`config.mk`:
```
export PLATFORM = sky130hd
export DESIGN_NAME = exu_seq_ctrl
export DESIGN_NICKNAME = d
export VERILOG_FILES = /design/src/rtl/exu_seq_ctrl.sv
export SDC_FILE = /design/constraint.sdc
export NUM_CORES = 1
export LEC_CHECK = 0
export BUFFER_PORTS_ARGS = -buffer_cell sky130_fd_sc_hd__clkbuf_2
export CAP_MARGIN = 25
export CORE_MARGIN = 2
export CORE_UTILIZATION = 25
export CTS_CLUSTER_SIZE = 12
export DETAILED_ROUTE_END_ITERATION = 7
export PLACE_DENSITY_LB_ADDON = 0.1
export RECOVER_POWER = 25
export SLEW_MARGIN = 0
export SYNTH_ARGS = -nofsm -noshare
export SYNTH_HDL_FRONTEND = slang
export SYNTH_SLANG_ARGS = --single-unit
```
`constraint.sdc`:
```
create_clock -name clk -period 6.5 [get_ports clk]
set_input_delay 0.325 -clock clk [delete_from_list [all_inputs] [get_ports clk]]
set_output_delay 0.325 -clock clk [all_outputs]
set_load 0.01 [all_outputs]
```
`src/rtl/exu_seq_ctrl.sv`:
```
// Execute-stage sequencer between IDU and WBU.
// Holds one instruction at a time. Loads and stores are sent through a
// memory request/response exchange, and every instruction produces one
// write-back result on a valid/ready handshake. A taken branch is flagged
// as a redirect. A memory response that never arrives ends the
// instruction with an error result.
module exu_seq_ctrl #(
    parameter int XLEN    = 32,
    parameter int TMO_W   = 8,
    parameter int TMO_MAX = 255
) (
    input  logic            clk,
    input  logic            i_rst,

    input  logic            in_valid,
    output logic            in_ready,
    input  logic [XLEN-1:0] in_pc,
    input  logic [XLEN-1:0] in_res,
    input  logic [XLEN-1:0] in_wdata,
    input  logic            in_is_load,
    input  logic            in_is_store,
    input  logic            in_is_brch,
    input  logic            in_brch_taken,

    output logic            mem_req_valid,
    input  logic            mem_req_ready,
    output logic            mem_req_wen,
    output logic [XLEN-1:0] mem_req_addr,
    output logic [XLEN-1:0] mem_req_wdata,
    input  logic            mem_rsp_valid,
    input  logic [XLEN-1:0] mem_rsp_data,

    output logic            out_valid,
    input  logic            out_ready,
    output logic [XLEN-1:0] out_pc,
    output logic [XLEN-1:0] out_res,
    output logic            out_redirect,
    output logic            out_err,
    output logic            err_sticky
);

    typedef enum logic [1:0] {
        S_IDLE,
        S_MEM_REQ,
        S_MEM_WAIT,
        S_WB
    } state_t;

    // The wait counter starts at 0 on entry to MEM_WAIT. The wait gives up
    // in the cycle where the counter holds TMO_MAX-1. That cycle is the
    // TMO_MAX-th cycle spent in MEM_WAIT.
    localparam logic [TMO_W-1:0] TMO_LAST = TMO_W'(TMO_MAX - 1);

    state_t            state_q, state_d;
    logic [XLEN-1:0]   pc_q, res_q, wdata_q;
    logic              wen_q, redir_q, err_q, sticky_q;
    logic [TMO_W-1:0]  tmo_cnt_q;
    logic              accept;
    logic              tmo_hit;

    assign tmo_hit = (tmo_cnt_q == TMO_LAST);
    assign accept  = in_valid & in_ready;

    // Next-state and input-handshake decode.
    // A new instruction accepted in WB overrides the return to IDLE.
    always_comb begin
        state_d  = state_q;
        in_ready = 1'b0;
        case (state_q)
            S_IDLE:     in_ready = 1'b1;
            S_MEM_REQ:  if (mem_req_ready) state_d = S_MEM_WAIT;
            S_MEM_WAIT: if (mem_rsp_valid || tmo_hit) state_d = S_WB;
            S_WB: begin
                if (out_ready) begin
                    in_ready = 1'b1;
                    state_d  = S_IDLE;
                end
            end
            default:    state_d = S_IDLE;
        endcase
        if (i_rst) begin
            in_ready = 1'b0;
        end
        if (in_ready && in_valid) begin
            state_d = (in_is_load || in_is_store) ? S_MEM_REQ : S_WB;
        end
    end

    // State register.
    always_ff @(posedge clk or posedge i_rst) begin
        if (i_rst) begin
            state_q <= S_IDLE;
        end else begin
            state_q <= state_d;
        end
    end

    // Instruction capture, memory result merge, and timeout bookkeeping.
    // When both flags are set the store wins, so a load response never
    // overwrites the address of such an instruction.
    always_ff @(posedge clk or posedge i_rst) begin
        if (i_rst) begin
            pc_q      <= '0;
            res_q     <= '0;
            wdata_q   <= '0;
            wen_q     <= 1'b0;
            redir_q   <= 1'b0;
            err_q     <= 1'b0;
            sticky_q  <= 1'b0;
            tmo_cnt_q <= '0;
        end else if (accept) begin
            pc_q      <= in_pc;
            res_q     <= in_res;
            wdata_q   <= in_wdata;
            wen_q     <= in_is_store;
            redir_q   <= in_is_brch & in_brch_taken;
            err_q     <= 1'b0;
        end else begin
            case (state_q)
                S_MEM_REQ: begin
                    if (mem_req_ready) tmo_cnt_q <= '0;
                end
                S_MEM_WAIT: begin
                    if (mem_rsp_valid) begin
                        if (!wen_q) res_q <= mem_rsp_data;
                    end else if (tmo_hit) begin
                        res_q    <= '0;
                        err_q    <= 1'b1;
                        sticky_q <= 1'b1;
                    end else begin
                        tmo_cnt_q <= tmo_cnt_q + TMO_W'(1);
                    end
                end
                default: ;
            endcase
        end
    end

    assign mem_req_valid = (state_q == S_MEM_REQ);
    assign mem_req_wen   = wen_q;
    assign mem_req_addr  = res_q;
    assign mem_req_wdata = wdata_q;

    assign out_valid     = (state_q == S_WB);
    assign out_pc        = pc_q;
    assign out_res       = res_q;
    assign out_redirect  = out_valid & redir_q;
    assign out_err       = out_valid & err_q;
    assign err_sticky    = sticky_q;

endmodule

```
; ---- Word level (Yosys, flattened, before mapping)
; Cells that the tools add are included.
[totals]
register_bits = 110
input_bits = 138
out_inout_bits = 135
word_cells = 64
[classes]
add_sub_neg = 1
eq_ne = 12
mux = 22
bitwise_logic = 6
n_reduce_logical = 14
[ops]
columns = cell, n
row1 = $mux 32, 5
row2 = $mux 8, 3
row3 = $pmux 8 s2, 1
row4 = $mux 2, 5
row5 = $add 8x1->8 const B, 1
row6 = $eq 8x8->1 const B, 1
row7 = $reduce_and 4->1, 2
row8 = $mux 1, 6
row9 = $ne 3x1->1 const B, 2
row10 = $pmux 2 s3, 1
row11 = $reduce_and 3->1, 2
row12 = $reduce_bool 2->1, 3
row13 = $reduce_and 5->1, 1
row14 = $and 1x1->1, 4
row15 = $eq 2x2->1 const B, 2
row16 = $ne 2x1->1 const B, 2
row17 = $ne 2x2->1 const B, 2
row18 = $reduce_bool 4->1, 1
row19 = $ne 3x2->1 const B, 1
row20 = $ne 3x3->1 const B, 1
row21 = $reduce_bool 3->1, 1
row22 = $eq 2x1->1 const B, 1
row23 = $logic_not 2->1, 1
row24 = $logic_or 1x1->1, 2
row25 = other kinds (3), 4

; ---- Depth between registers and ports, before layout
; Gate-level depths: netlist (run 1).
[logic_depth]
word_depth = 6
mapped_depth = 9
ltp_nobuf = 6

; ---- Worst setup path before layout (run 1)
; OpenSTA, ideal clock, no wires.
[synth_timing]
path_kind = reg2reg
from = register state_q[0]
to = register res_q[0] (netlist: mem_req_addr[0])
setup_ns = 0.126
t_arrival_ns = 1.884
t_required_ns = 6.374
setup_slack_ns = 4.490
path_stages_with_launch = 9
cell_sequence = dfrtp_1 -> inv_1 -> ha_1 -> or3b_1 -> buf_6 -> nor2_8 -> nor2_2 -> buf_6 -> a221o_1
[synth_between]
elab_chain_cells = 6
word_cells_on_any_way = 11
cone_classes = eq/ne (3) / mux (3) / bitwise (1) / reduce/logical (4)
[synth_lines]
columns = element, line
row1 = from (decl), 54  ; state_t state_q, state_d;
row2 = from (signal assigned), 94  ; state_q <= state_d;
row3 = $eq 2x2->1 or $logic_not 2->1 (tied branches), 69  ; case (state_q)
row4 = $pmux 1 s2, 69
row5 = $mux 1, 81  ; if (i_rst) begin
row6 = $and 1x1->1, 62  ; assign accept = in_valid & in_ready;
row7 = $ne 3x2->1 (no line) (tied with other cells), -
row8 = $reduce_and 3->1 (no line), -
row9 = to (signal assigned), 113  ; res_q <= in_res;
row10 = to (signal assigned), 125  ; if (!wen_q) res_q <= mem_rsp_data;
row11 = to (decl), 55  ; logic [XLEN-1:0] pc_q, res_q, wdata_q;
; Parallel ways exist; a longest one is shown, timed or not.
; A chain may end at the register's enable or synchronous reset.

; ---- Final worst setup path (run 1)
[layout_timing]
from = register state_q[0]
to = register res_q[1] (netlist: mem_req_addr[1])
; The elaborated chain is that of the path after synthesis.

==> flow_summary_export.csv, run 1 <==
group,metric,value,unit
outcome,status,"complete, but fails checks",
outcome,failed_checks,"max-capacitance violations, max-slew violations",
power_and_ir_drop,netSwitchingFraction,39.4,%
yosys,netlist_area,0.00499,mm2
layout,area.growth.synth_to_final,32.7,%
placement,place_congestion,0.772,
floorplanning,rows,51,
grt,grt_pass1_wl,23.6,mm
power_and_ir_drop,p_switching,1170,uW
critical_path,cp.arrival,3260,ps
critical_path,startpoint_type,"flip-flop",
power_and_ir_drop,pwr-share-seq,39.3,%
yosys,synth_top_area_share,55.2,%
min_path,hold_path_end,"out_pc[22]",
timing,hold_viol,0,
yosys,synth_xor_area_share,0,%
yosys,avgSynthCellArea,9.76,um2
timing,period_share,46.7,%
yosys,synthAdderAreaFrac,1.50,%
layout,utilization,33.9,%
floorplanning,initial_core_util,25.5,%
power_and_ir_drop,clkPwrFrac,19.7,%
layout,diodes,0,
timing,fin_worst_skew,9.54,ps
routing,route.detailed.drc,0,
power_and_ir_drop,powerDensity,449,mW/mm2
yosys,syn_inst,511,
clock_network,clk_path_buf_depth,2,
min_path,hold_path_class,"input port to flip-flop",
yosys,ys_seq_area_share,55.2,%
clock_network,cts-resized-gates,0,
yosys,ys.flop_type,"dfrtp_1",
placement,place_ws,3040,ps
clock_network,clkSinkCount,110,
yosys,synth-seq-cells,110,
clock_network,clock_latency,350,ps
yosys,synth_fp_nets,655,
yosys,synthDistinctLibCells,40,
placement,port_buffers,272,
yosys,synth_simple_gate_area_share,23.6,%
clock_network,clk_pin_slew,80,ps
yosys,synth_edf_count,0,
critical_path,cp_slowest_cell,"or3b_1",
routing,postRouteAntennaNets,0,
critical_path,critPathKind,"flip-flop to flip-flop",
critical_path,regToRegSetupSlack,3460,ps
layout,drive_gt1_share,35.2,%
timing,clock.fmax,329,MHz
critical_path,reg2reg_depth,9,
layout,fillers,2120,
timing,setup_ws,3460,ps
critical_path,startpoint,"state_q[0]",
clock_network,post_cts_buffers,0,
floorplanning,io_pins,273,
yosys,synth_top_family_by_area,"simple AND/OR/NAND/NOR gates",
routing,num_vias,4364,
clock_network,cts_tree,"done",
critical_path,cpMostUsedCell,"buf_4",
clock_network,hold_buffers,0,
clock_network,h-tree-depth,3,
routing,wl_per_cell,14.7,um
yosys,yosys.cell_count.top_type,"nand2_1",
floorplanning,core_area,0.0195,mm2
timing,fin_crit,3040,ps
yosys,yosys-top-cells-area,"dfrtp_1, nand2_1, a221o_1",
critical_path,timing.rr.start,"state_q[0]",
floorplanning,die_w,145,um
routing,first_iter_violations,178,
critical_path,r2r-end,"mem_req_addr[1]",
critical_path,endpoint_kind,"flip-flop",
timing,tightest_slew,2200,ps
power_and_ir_drop,p_int,1800,uW
layout,nNetsFinal,886,
timing,drv_slew,49,
timing,setup_tns,0,ps
routing,vias_per_cell,4.31,
job,maxCapViolCount,1,
min_path,min_from,"in_pc[22]",
critical_path,slowest_delay,550,ps
floorplanning,die_area,0.0211,mm2
critical_path,critPathMaxFanout,72,
placement,dpl-instance-area,0.00633,mm2
grt,grt_pass1_vias,4287,
timing,relSlewSlack,-47.6,%
min_path,min_delay_path_depth,3,
floorplanning,die-height,145,um
yosys,async_flop_share,100,%
clock_network,cts_made_buffers,9,
routing,routed_wl,14.9,mm
placement,hpwl,10.8,mm
power_and_ir_drop,p_comb_share,40.9,%
timing,setup_viol,0,
grt,grt-ovfl-total,0,
critical_path,crit_path_cell_trace,"inv_1 > ha_1 > or3b_1 > nor2_8 > buf_4 > buf_16 > nor2_2 > buf_4 > a221o_1",
yosys,yosys_warnings,0,
critical_path,required,6730,ps
power_and_ir_drop,leakage,0.00361,uW
clock_network,root_buffer,"clkbuf_16",
grt,grt_max_degree,101,
yosys,synth.mux.area_fraction,1.43,%
yosys,synth_common_cells,"nand2_1, dfrtp_1, and2_1",
yosys,yosys.area.top_type,"dfrtp_1",
layout,final_area,0.00662,mm2
yosys,synth_compound_area_share,9.96,%
routing,drtPass1Iterations,4,
grt,grt_usage,13.9,%
grt,antenna_found_initial,0,
power_and_ir_drop,ir_drop,0.140,mV
timing,rsz0062_at_grt,"no",
layout by cell type (no fill, tap or decap), drive strengths merged, types with 8 or more instances in the layout:
| cell type | count |
|---|---|
| nand2b | 8 |
| inv | 8 |
| nor2 | 8 |
| clkbuf | 283 |
| dfrtp | 110 |
| a221o | 32 |
| nand2 | 203 |
| and2 | 34 |
state kept, by name, indices dropped and copies added (netlist names):
signal / flops
mem_req_wen: 1
out_pc: 32
state_q: 2
err_sticky: 1
err_q: 1
tmo_cnt_q: 8
mem_req_wdata: 32
mem_req_addr: 32
redir_q: 1
per-layer routing:
metal	global-route usage (%)	share of wire, %	up-vias
li1	-	-	2113
met1	16.6	41	2063
met2	24.3	51	174
met3	3.87	6.4	14
met4	4.12	1.5	0
met5	0	0	-
power groups by stage:
stage	Sequential [uW]	Clock, uW	Combinational, uW
5_1_grt	1210	643	1350
2_1_floorplan	1280	0	719
4_1_cts	1170	615	1270
3_3_place_gp	1180	0	1250
6_report	1170	587	1220
3_5_place_dp	1180	0	1270
cell families after synthesis:
logic type,after synthesis
AOI/OAI and AO/OA,54
adders and majority gates,6
buffers and inverters,64
DFF,110
muxes,7
and+or+nand+nor,270
final cells by class:
cell class                      count  area [um2]  share of cell area (%)
Multi-Input combinational cell    337        1820                    27.6
Clock inverter                      5        61.3                   0.926
Clock buffer                       11         253                    3.82
Inverter                            6        23.8                   0.359
Tap cell                          265         332                    5.01
Timing Repair Buffer              278        1370                    20.8
Sequential cell                   110        2750                    41.6
stage by stage:
stage               power, uW  instances  hold slack (ps)
global route             3200       1012              145
floorplan                2000        511              430
CTS                      3060       1011             83.7
finish                   2970       1012              160
global placement         2430        995              445
detailed placement       2450        995              451
worst max path at each step:
stage	slack (ps)	cells past startpoint	endpoint
floorplan	3270	1	err_q
global placement	3160	8	mem_req_addr[0]
detailed placement	3040	8	mem_req_addr[1]
CTS	3030	8	mem_req_addr[1]
global route	3260	9	mem_req_addr[30]
finish	3460	9	mem_req_addr[1]
worst max-delay path: cells and delay by family (launching register included):
family | cells | cell delay [ps]
AOI/OAI and AO/OA | 1 | 380
adders and majority gates | 1 | 320
buffers and inverters | 4 | 950
DFF | 1 | 380
and+or+nand+nor | 3 | 870
Power figures use the tool's default switching activity.
==> run 2: changes to the inputs <==
==> constraint.sdc (replaced) <==
create_clock -name clk -period 2.9 [get_ports clk]
set_input_delay 0.145 -clock clk [delete_from_list [all_inputs] [get_ports clk]]
set_output_delay 0.145 -clock clk [all_outputs]
set_load 0.01 [all_outputs]
==> run 2 against run 1 <==
  * The run still ends with max-capacitance violations, max-slew violations left
  * Sequential share of layout area is 4.6 points lower
  * Combinational power is 140% higher
  * Clock skew is 2.3 ps lower
  * Largest cell class unchanged
  * Global-route usage is 1.0 points higher
  * Count of clock-buffer cells in the layout is 2 lower
==> flow_summary_export.csv, run 2 (synthesized netlist as in run 1, its figures left out) <==
group,metric,value,unit
layout,layout_common_cells,"clkbuf_2, nand2_1, dfrtp_1, dlygate4sd3_1, and2_1",
min_path,hold_path_class,"input port to flip-flop",
critical_path,critPathMaxFanout,57,
clock_network,post_cts_buffers,0,
layout,regArea,0.00275,mm2
clock_network,root_buffer,"clkbuf_16",
power_and_ir_drop,power.total,6740,uW
layout,final_common_cell,"clkbuf_2",
timing,clock.fmax,372,MHz
timing,rsz0062_at_grt,"no",
critical_path,critPathKind,"flip-flop to flip-flop",
clock_network,cts_tree,"done",
timing,fin_worst_skew,7.19,ps
power_and_ir_drop,p_switching,2690,uW
power_and_ir_drop,pwr-share-seq,39.0,%
timing,setup_viol,0,
critical_path,cp_slowest_cell,"dlygate4sd3_1",
grt,grt_pass1_wl,25.4,mm
power_and_ir_drop,netSwitchingFraction,39.9,%
floorplanning,core_area,0.0195,mm2
grt,grt_pass1_vias,4785,
routing,vias_per_cell,4.32,
placement,place_ws,592,ps
power_and_ir_drop,ir_drop,0.333,mV
routing,first_iter_violations,195,
routing,routed_wl,15.5,mm
floorplanning,die_w,145,um
floorplanning,die-height,145,um
grt,grt_max_degree,77,
placement,hpwl,10.9,mm
critical_path,path_delay_family,"buffers and inverters",
layout,drive_gt1_share,36.9,%
timing,relSlewSlack,-30.5,%
floorplanning,die_area,0.0211,mm2
timing,drv_slew,112,
critical_path,cp.arrival,2990,ps
grt,antenna_found_initial,0,
routing,num_vias,4718,
timing,hold_viol,0,
clock_network,cts_made_buffers,9,
critical_path,crit_path_cell_trace,"inv_1 > ha_1 > or3b_1 > nor2_8 > buf_6 > nand3_1 > dlygate4sd3_1 > nand2_1",
placement,place_congestion,0.816,
grt,grt-ovfl-total,0,
critical_path,slowest_delay,560,ps
routing,drtPass1Iterations,4,
layout,fillers,2016,
layout,nNetsFinal,966,
critical_path,crit_buf_inv,3,
routing,postRouteAntennaNets,0,
critical_path,required,3200,ps
power_and_ir_drop,p_int,4050,uW
outcome,status,"complete, but fails checks",
timing,tightest_slew,1960,ps
power_and_ir_drop,clkPwrFrac,18.4,%
floorplanning,io_pins,273,
layout,area.growth.synth_to_final,49.0,%
timing,setup_tns,0,ps
timing,fin_crit,2690,ps
critical_path,endpoint_kind,"flip-flop",
clock_network,clkSinkCount,110,
grt,grt_usage,14.9,%
placement,port_buffers,272,
job,maxCapViolCount,2,
clock_network,clk_pin_slew,80,ps
routing,wl_per_cell,14.2,um
floorplanning,initial_core_util,25.5,%
critical_path,startpoint_type,"flip-flop",
timing,setup_ws,210,ps
clock_network,clk_path_buf_depth,2,
layout,multi_input_area,0.00182,mm2
power_and_ir_drop,p_comb_share,42.6,%
clock_network,h-tree-depth,3,
timing,period_share,92.8,%
clock_network,clock_latency,350,ps
layout,diodes,0,
routing,route.detailed.drc,0,
floorplanning,rows,51,
power_and_ir_drop,powerDensity,907,mW/mm2
power_and_ir_drop,leakage,0.00405,uW
outcome,failed_checks,"max-capacitance violations, max-slew violations",
-- run 2: path summary, 6_finish.rpt --
path,start,cells past startpoint,to,slack [ps]
min,mem_rsp_data[24],2,mem_req_addr[24],20
max,state_q[0],8,redir_q,210
max reg2reg,state_q[0],8,redir_q,210
max in group asynchronous,i_rst,4,mem_req_wdata[25],610
min in group asynchronous,i_rst,4,mem_req_addr[21],1090
min reg2reg,err_sticky,1,err_sticky,460
-- run 2: repair_timing --
item,4_1_cts,5_1_grt
hold buffers,78,0
gates resized for setup,0,1
hold endpoints to repair,186,0
endpoints found under the setup margin,0,1
-- run 2: power by group through the flow --
stage	Clock [uW]	Sequential, uW	Combinational (uW)
after floorplan	0	2870	1610
after global placement	0	2640	2810
after detailed placement	0	2650	2830
after CTS	1310	2630	2920
after global routing	1350	2710	3180
final	1240	2630	2870
-- run 2: worst reg2reg max path: stages, from the launching register on --
cell           delay [ps]
dfrtp_1               390
inv_1                  90
ha_1                  320
or3b_1                550
nor2_8                160
buf_6                 380
nand3_1               120
dlygate4sd3_1         560
nand2_1                70
-- run 2: cell type report --
type	instances	share of cell area, %
Timing Repair Buffer	358	29.7
Sequential cell	110	37.0
Clock buffer	9	3.03
Inverter	6	0.353
Tap cell	265	4.46
Multi-Input combinational cell	337	24.5
Clock inverter	7	0.858
-- run 2: layer usage --
metal  wire length (um)  track usage (%)
met3                860             3.46
met4                337             5.93
met2               8140             27.0
met1               6210             17.0
met5                  0                0
-- run 2: stage by stage --
stage,instance area (um2),hold WS [ps],instances,utilization [%]
after floorplan,4990,250,511,-
after global placement,6380,336,998,32.7
after detailed placement,6380,338,998,32.7
after CTS,7450,0.543,1092,38.2
after global routing,7430,12.1,1092,38.1
final,7430,21.6,1092,38.1
==> run 3: changes to the inputs <==
==> constraint.sdc (replaced) <==
create_clock -name clk -period 2.71 [get_ports clk]
set_input_delay 0.1355 -clock clk [delete_from_list [all_inputs] [get_ports clk]]
set_output_delay 0.1355 -clock clk [all_outputs]
set_load 0.01 [all_outputs]
==> run 3 against run 2 <==
  * The flow now finishes without violations
  * Hold slack lost 16 ps
  * Global-route usage shrank 0.19 points
  * Total power grew 5.6%
  * Combinational power grew 3%
  * Cell count shrank 0.64%
  * Sequential share of layout area grew 0.79 points
  * Sequential power grew 7%
  * Critical endpoint is now state_q[1]
==> flow_summary_export.csv, run 3 (synthesized netlist as in run 1, its figures left out) <==
group,metric,value,unit
outcome,status,"finished clean",
critical_path,timing.rr.start,"state_q[0]",
routing,drtPass1Iterations,4,
min_path,min_delay_path_depth,3,
critical_path,reg2reg_depth,7,
critical_path,cp.arrival,2670,ps
timing,fin_worst_skew,10.6,ps
critical_path,critPathKind,"flip-flop to flip-flop",
timing,relSlewSlack,44.1,%
floorplanning,core_area,0.0195,mm2
layout,finalNonFillerCells,1085,
power_and_ir_drop,p_comb_share,41.5,%
clock_network,cts_made_buffers,9,
clock_network,clk_path_buf_depth,2,
floorplanning,die_w,145,um
timing,drv_slew,0,
power_and_ir_drop,ir_drop,0.304,mV
critical_path,regToRegSetupSlack,270,ps
routing,wl_per_cell,14.4,um
critical_path,startpoint_type,"flip-flop",
min_path,hold_path_class,"input port to flip-flop",
power_and_ir_drop,powerDensity,977,mW/mm2
timing,setup_viol,0,
min_path,min_from,"in_pc[26]",
grt,grt_usage,14.8,%
timing,setup_tns,0,ps
routing,num_vias,4712,
power_and_ir_drop,p_switching,2920,uW
grt,antenna_found_initial,0,
clock_network,clock_latency,350,ps
timing,fin_crit,2440,ps
grt,grt-ovfl-total,0,
routing,routed_wl,15.7,mm
layout,final_common_cell,"nand2_1",
critical_path,r2r-end,"state_q[1]",
timing,period_share,90.0,%
placement,dp.cells,999,
placement,hpwl,11.3,mm
placement,port_buffers,272,
power_and_ir_drop,pwr-share-seq,39.6,%
timing,hold_viol,0,
grt,grt_pass1_vias,4773,
clock_network,root_buffer,"clkbuf_16",
timing,tightest_slew,828,ps
floorplanning,die_area,0.0211,mm2
placement,place_congestion,0.758,
routing,postRouteAntennaNets,0,
floorplanning,rows,51,
layout,fillers,2059,
floorplanning,die-height,145,um
routing,first_iter_violations,187,
job,maxCapViolCount,0,
clock_network,cts-resized-gates,0,
clock_network,clkSinkCount,110,
placement,place_ws,264,ps
grt,grt_pass1_wl,25.1,mm
critical_path,required,2940,ps
power_and_ir_drop,netSwitchingFraction,41.0,%
floorplanning,initial_core_util,25.5,%
critical_path,endpoint_kind,"flip-flop",
grt,grt_max_degree,75,
timing,clock.fmax,410,MHz
layout,area.growth.synth_to_final,45.9,%
power_and_ir_drop,leakage,0.00376,uW
routing,vias_per_cell,4.34,
power_and_ir_drop,clkPwrFrac,18.9,%
clock_network,clk_pin_slew,80,ps
layout,layout_common_cells,"nand2_1, clkbuf_2, dfrtp_1, clkbuf_1, dlygate4sd3_1",
layout,diodes,0,
timing,rsz0062_at_grt,"no",
min_path,hold_path_end,"out_pc[26]",
clock_network,h-tree-depth,3,
layout,nNetsFinal,959,
timing,setup_ws,270,ps
layout,drive_gt1_share,26.8,%
routing,route.detailed.drc,0,
floorplanning,io_pins,273,
power_and_ir_drop,p_int,4200,uW
critical_path,critPathMaxFanout,22,
clock_network,cts_tree,"done",
[run 3: layout make-up]
cell class | instances | area (um2) | area share [%]
sequential | 110 | 2750 | 37.8
timing repair buffer | 351 | 2040 | 28.1
multi-input combinational | 337 | 1820 | 25.1
tap | 265 | 332 | 4.55
clock inverter | 7 | 75.1 | 1.03
inverter | 6 | 26.3 | 0.361
clock buffer | 9 | 225 | 3.09
[run 3: power by group through the flow]
| stage | registers (uW) | logic (uW) | clock network [uW] |
|---|---|---|---|
| after floorplan | 3070 | 1730 | 0 |
| after global placement | 2830 | 3030 | 0 |
| after detailed placement | 2850 | 3050 | 0 |
| after CTS | 2820 | 3140 | 1400 |
| after global routing | 2910 | 3270 | 1480 |
| final | 2820 | 2950 | 1340 |
[run 3: repair_timing]
item,4_1_cts,5_1_grt
endpoints found under the setup margin,0,0
hold endpoints to repair,75,1
buffers inserted,0,0
hold buffers,69,1
[run 3: metal layers]
layer	global-route usage [%]	routed length [um]	up-vias	share of wire, %
li1	-	-	2259	-
met1	17.8	6500	2239	42
met2	25.9	7940	197	51
met3	3.52	943	17	6.0
met4	4.85	262	0	1.7
met5	0	0	-	0
[run 3: worst max path at each step]
stage	startpoint	endpoint	slack, ps	depth (start not counted)
2_1_floorplan	state_q[0]	mem_req_addr[0]	700	8
3_3_place_gp	state_q[0]	out_pc[25]	330	7
3_5_place_dp	state_q[0]	state_q[1]	260	7
4_1_cts	state_q[0]	state_q[1]	240	7
5_1_grt	state_q[0]	state_q[1]	130	7
6_report	state_q[0]	state_q[1]	270	7
[run 3: worst max-delay path, stage by stage (launching register included)]
cell     delay [ps]
dfrtp_1         380
inv_1            80
ha_1            320
or3b_1          540
or2_2           510
buf_4           290
nor2_1          140
a31oi_1          50
[run 3: metrics by stage]
step	instance area, um2	total power, uW	hold slack (ps)	util (%)
floorplan	4990	4800	241	-
global route	7280	7660	4.70	37.3
finish	7280	7110	5.99	37.3
detailed placement	6390	5890	330	32.7
CTS	7380	7370	0.0830	37.8
global placement	6390	5860	324	32.7
